===== src/rtl/fetch_decode_stage.sv =====
// fetch_decode_stage
//   Front end that owns the PC, reads 16-bit words from a combinational-read
//   instruction memory, stitches two-word (immediate) instructions together
//   and drives the IF/ID register feeding the register file.
//
// Parameters
//   ADDR_W    width of the PC / instruction memory address
//   RESET_PC  PC loaded on reset
//
// Ports
//   clk, reset          rising-edge clock, synchronous active-high reset
//   imem_addr           instruction address (combinational copy of pc)
//   imem_rdata          instruction word at imem_addr, same cycle
//   stall               freeze fetch and hold IF/ID
//   redirect_valid/_pc  load a new pc and squash any half-assembled instruction
//   opcode, read_addr1, read_addr2, imm, dec_valid, dec_pc
//                       registered IF/ID contents
//
// Optional build macro FETCH_PERF_CNT_EN adds two 32-bit outputs:
//   instr_count   edges that issued a valid instruction
//   bubble_count  edges that loaded a bubble (two-word first fetch or redirect)
module fetch_decode_stage #(
  parameter int                ADDR_W   = 16,
  parameter logic [ADDR_W-1:0] RESET_PC = '0
) (
  input  logic              clk,
  input  logic              reset,
  output logic [ADDR_W-1:0] imem_addr,
  input  logic [15:0]       imem_rdata,
  input  logic              stall,
  input  logic              redirect_valid,
  input  logic [ADDR_W-1:0] redirect_pc,
  output logic [4:0]        opcode,
  output logic [2:0]        read_addr1,
  output logic [2:0]        read_addr2,
  output logic [15:0]       imm,
  output logic              dec_valid,
  output logic [ADDR_W-1:0] dec_pc
`ifdef FETCH_PERF_CNT_EN
  ,
  output logic [31:0]       instr_count,
  output logic [31:0]       bubble_count
`endif
);

  typedef enum logic {
    FETCH_OP  = 1'b0,
    FETCH_IMM = 1'b1
  } state_t;

  function automatic logic is_two_word(input logic [4:0] op);
    return (op == 5'd24) || (op == 5'd25) || (op == 5'd26);
  endfunction

  state_t state, state_nxt;

  // Fetch stage state (p0): pc and the held first word of a two-word instruction.
  // Only bits [15:5] of the first word (opcode and register fields) are kept.
  logic [ADDR_W-1:0] pc_p0, pc_nxt;
  logic [15:5]       hold_p0, hold_nxt;
  logic [ADDR_W-1:0] hold_pc_p0, hold_pc_nxt;

  // IF/ID register (p1).
  logic [4:0]        opcode_p1, opcode_nxt;
  logic [2:0]        ra1_p1, ra1_nxt;
  logic [2:0]        ra2_p1, ra2_nxt;
  logic [15:0]       imm_p1, imm_nxt;
  logic              vld_p1, vld_nxt;
  logic [ADDR_W-1:0] dec_pc_p1, dec_pc_nxt;

  logic issue;
  logic bubble;

  assign imem_addr  = pc_p0;
  assign opcode     = opcode_p1;
  assign read_addr1 = ra1_p1;
  assign read_addr2 = ra2_p1;
  assign imm        = imm_p1;
  assign dec_valid  = vld_p1;
  assign dec_pc     = dec_pc_p1;

  always_comb begin
    state_nxt   = state;
    pc_nxt      = pc_p0;
    hold_nxt    = hold_p0;
    hold_pc_nxt = hold_pc_p0;
    opcode_nxt  = opcode_p1;
    ra1_nxt     = ra1_p1;
    ra2_nxt     = ra2_p1;
    imm_nxt     = imm_p1;
    vld_nxt     = vld_p1;
    dec_pc_nxt  = dec_pc_p1;
    issue       = 1'b0;
    bubble      = 1'b0;

    if (redirect_valid) begin
      // Redirect overrides stall: the half-assembled instruction is dropped.
      pc_nxt      = redirect_pc;
      state_nxt   = FETCH_OP;
      hold_nxt    = '0;
      hold_pc_nxt = '0;
      opcode_nxt  = '0;
      ra1_nxt     = '0;
      ra2_nxt     = '0;
      imm_nxt     = '0;
      vld_nxt     = 1'b0;
      bubble      = 1'b1;
    end else if (!stall) begin
      pc_nxt = pc_p0 + ADDR_W'(1);
      case (state)
        FETCH_OP: begin
          if (is_two_word(imem_rdata[15:11])) begin
            hold_nxt    = imem_rdata[15:5];
            hold_pc_nxt = pc_p0;
            opcode_nxt  = '0;
            ra1_nxt     = '0;
            ra2_nxt     = '0;
            imm_nxt     = '0;
            vld_nxt     = 1'b0;
            state_nxt   = FETCH_IMM;
            bubble      = 1'b1;
          end else begin
            opcode_nxt = imem_rdata[15:11];
            ra1_nxt    = imem_rdata[10:8];
            ra2_nxt    = imem_rdata[7:5];
            imm_nxt    = '0;
            vld_nxt    = 1'b1;
            dec_pc_nxt = pc_p0;
            issue      = 1'b1;
          end
        end
        FETCH_IMM: begin
          opcode_nxt = hold_p0[15:11];
          ra1_nxt    = hold_p0[10:8];
          ra2_nxt    = hold_p0[7:5];
          imm_nxt    = imem_rdata;
          vld_nxt    = 1'b1;
          dec_pc_nxt = hold_pc_p0;
          state_nxt  = FETCH_OP;
          issue      = 1'b1;
        end
      endcase
    end
  end

  always_ff @(posedge clk) begin
    if (reset) begin
      state      <= FETCH_OP;
      pc_p0      <= RESET_PC;
      hold_p0    <= '0;
      hold_pc_p0 <= '0;
      opcode_p1  <= '0;
      ra1_p1     <= '0;
      ra2_p1     <= '0;
      imm_p1     <= '0;
      vld_p1     <= 1'b0;
      dec_pc_p1  <= '0;
    end else begin
      state      <= state_nxt;
      pc_p0      <= pc_nxt;
      hold_p0    <= hold_nxt;
      hold_pc_p0 <= hold_pc_nxt;
      opcode_p1  <= opcode_nxt;
      ra1_p1     <= ra1_nxt;
      ra2_p1     <= ra2_nxt;
      imm_p1     <= imm_nxt;
      vld_p1     <= vld_nxt;
      dec_pc_p1  <= dec_pc_nxt;
    end
  end

`ifdef FETCH_PERF_CNT_EN
  always_ff @(posedge clk) begin
    if (reset) begin
      instr_count  <= '0;
      bubble_count <= '0;
    end else begin
      if (issue)  instr_count  <= instr_count + 32'd1;
      if (bubble) bubble_count <= bubble_count + 32'd1;
    end
  end
`endif

endmodule


===== config.mk =====
export PLATFORM = sky130hd
export DESIGN_NAME = fetch_decode_stage
export DESIGN_NICKNAME = d
export VERILOG_FILES = /design/src/rtl/fetch_decode_stage.sv
export SDC_FILE = /design/constraint.sdc
export NUM_CORES = 1
export LEC_CHECK = 0
export CORE_MARGIN = 10
export CORE_UTILIZATION = 52
export DETAILED_ROUTE_END_ITERATION = 16
export PLACE_DENSITY_LB_ADDON = 0.25
export SLEW_MARGIN = 15
export SYNTH_ARGS = -nofsm -noshare
export SYNTH_HDL_FRONTEND = slang
export SYNTH_SLANG_ARGS = --single-unit

===== constraint.sdc =====
create_clock -name clk -period 3.1 [get_ports clk]
set_clock_uncertainty 0.05 [all_clocks]
set_input_delay 0.62 -clock clk [delete_from_list [all_inputs] [get_ports clk]]
set_output_delay 0.62 -clock clk [all_outputs]
set_load 0.01 [all_outputs]

==> results_dict.tcl <==
set metrics [dict create \
    status "finished, final reports clean" \
    period_minus_slack_ns 2.24 \
    critPathMaxStageDelay_ns 0.63 \
    core.rowCount 30 \
    dp.final_hpwl_um 6820 \
    routed_via_density 5.48 \
    yosys.cell_types.count 41 \
    hold_violations 0 \
    die_area_um2 11000 \
    route.detailed.drc 0 \
    grt_max_degree 56 \
    antenna_cells 0 \
    layout.nets 552 \
    ctsResizeCount 0 \
    slew_headroom 0.304 \
    drtIter0Drc 184 \
    syn_to_final_growth_pct 32.4 \
    routed_wl_um 9890 \
    synth_edf_count 0 \
    p_per_area_nw_per_um2 479 \
    coreArea_um2 6910 \
    grt_pass1_wl_um 16200 \
    syn_area_um2 3740 \
    ys_top_cells_by_area "dfxtp_1 47%, nand2_1 6.6%, a21oi_1 6.1%" \
    cts_htree_levels 3 \
    grt_use_total 0.174 \
    clk_pin_slew_ns 0.09 \
    root_buffer "clkbuf_8" \
    crit_fanout 8 \
    ys_seq_elements 88 \
    dr.pass1.iters 4 \
    worst_ep_arrival_time_ns 1.57 \
    die_h_um 105 \
    clock_latency_ns 0.35 \
    synth_top_area_cell "dfxtp_1" \
    rsz0062_at_grt "false" \
    layout-drive-gt1-share 0.0731 \
    crit_chain "clkdlybuf4s50_1" \
    clock.fmax_mhz 446 \
    port_buffers 95 \
    crit_type "flop to output port" \
    period_share 0.724 \
    drv_slew 0 \
    critical_path_buf_inv_count 1 \
    initial_utilization 0.542 \
    synth-async-reset-ratio 0 \
    ir_worst_vdd_mv 0.239 \
    setup_viol 0 \
    synthTopCellsByCount "88 x dfxtp_1, 66 x nand2_1, 52 x nor2_1" \
    cts_hold_buf 0 \
    yosys_warnings 0 \
    cts_sinks 88 \
    drv_cap 0 \
    die_w_um 105 \
    syn_area_per_cell_um2 8.61 \
    antenna_found_initial 0 \
    grt_pass1_vias 3164 \
    startpoint_type "flop" \
    gp_congestion 0.816 \
    syn_nets 472 \
    vias 3377 \
    clockBufferDepth 2 \
    hold_class "flop to flop" \
    route.detailed.wl_per_inst_um 16.1 \
    ios 96 \
    worstPathRequired_ns 2.43 \
    fin_tns_setup_ns 0 \
    syn_inst 435 \
    hold_slack_ns 0.409 \
    synth_top_area_share 0.470 \
    cts_inserted_buffers 9 \
    critPathTopFamily "buffers and inverters" \
    overflow 0 \
    slowest_stage "clkdlybuf4s50_1" \
    p_leak_nw 1.72 \
    critPathCaptureType "output port" \
    worst_pin_slew_ns 1.04 \
    yosysSeqAreaShare 0.470 \
    cts_tree "yes" \
    post-synth-top-count-cell "dfxtp_1" \
    synth_ff_type "dfxtp_1" \
    ant_nets 0 \
    post_cts_buffers 0 \
]
[metrics by stage]
step                worst slack [ns]  total power [mW]   util  instance area (um^2)  instances
floorplan                       1.18              1.37      -                  3740        435
global placement               0.446              1.52  0.684                  4720        599
detailed placement             0.272              1.53  0.684                  4720        599
CTS                            0.610              2.38  0.716                  4940        615
global route                   0.851              2.46  0.718                  4960        616
finish                         0.857              2.38  0.718                  4960        616
[power by group]
group | total, mW | switching [mW] | internal (mW)
registers | 1.21 | 0.0426 | 1.17
clock network | 0.871 | 0.412 | 0.459
logic | 0.296 | 0.140 | 0.156
total | 2.38 | 0.595 | 1.78
[state kept, by name (all words and copies together), names as in the netlist]
register and flops:
dec_pc 16, dec_valid 1, hold_p0 11, hold_pc_p0 16, imem_addr 16, imm 16
opcode 5, read_addr1 3, read_addr2 3, state 1
[cell usage in the layout, fill, tap and decap left out, types with 6 or more instances in the layout]
master           synthesis  routed
nor3_1                  17      17
mux2i_1                 21      21
xor2_1                   6       6
inv_1                   11      11
nor2_1                  52      52
dfxtp_1                 88      87
a21oi_1                 46      46
buf_4                    0       7
a221oi_1                10      10
nor2b_1                 14      14
nand2_1                 66      66
a211oi_1                16      16
o21a_1                   7       7
clkbuf_8                 0       9
clkdlybuf4s50_1          0      94
[layout make-up]
type | instances | area (um^2)
multi-input cells | 302 | 1800
fillers | 560 | 1950
flip-flops and latches | 88 | 1760
inverters | 11 | 41.3
clock inverters | 6 | 92.6
well taps | 96 | 120
repair buffers | 103 | 1010
clock buffers | 10 | 128
[kinds of logic (layout without fill, tap and decap cells)]
logic type | after synthesis | in the layout | synth area share
multiplexers | 21 | 21 | 0.0561
AND/OR/NAND/NOR | 175 | 175 | 0.228
flip-flops | 88 | 88 | 0.470
adder cells (fa/ha/maj) | 1 | 1 | 0.00334
XOR/XNOR | 11 | 11 | 0.0257
AO/OA/AOI/OAI | 94 | 94 | 0.168
buffers and inverters | 45 | 130 | 0.0484
[routing by layer]
layer	part of all wire	track usage	up-vias
li1	-	-	1662
met1	0.46	0.230	1581
met2	0.46	0.276	117
met3	0.070	0.0412	17
met4	0.013	0.0480	0
met5	0	0	-
[path summary, 6_finish.rpt]
path,start,to,slack (ns),cells after the start
max,imem_addr[3]$_SDFFE_PP0P_,imem_addr[3],0.86,1
min reg2reg,hold_pc_p0[15]$_SDFFE_PP0P_,hold_pc_p0[15]$_SDFFE_PP0P_,0.41,2
max reg2reg,imem_addr[1]$_SDFFE_PP0P_,imem_addr[12]$_SDFFE_PP0P_,1.04,5
min,hold_pc_p0[15]$_SDFFE_PP0P_,hold_pc_p0[15]$_SDFFE_PP0P_,0.41,2
(Power assumes the default switching activity.)
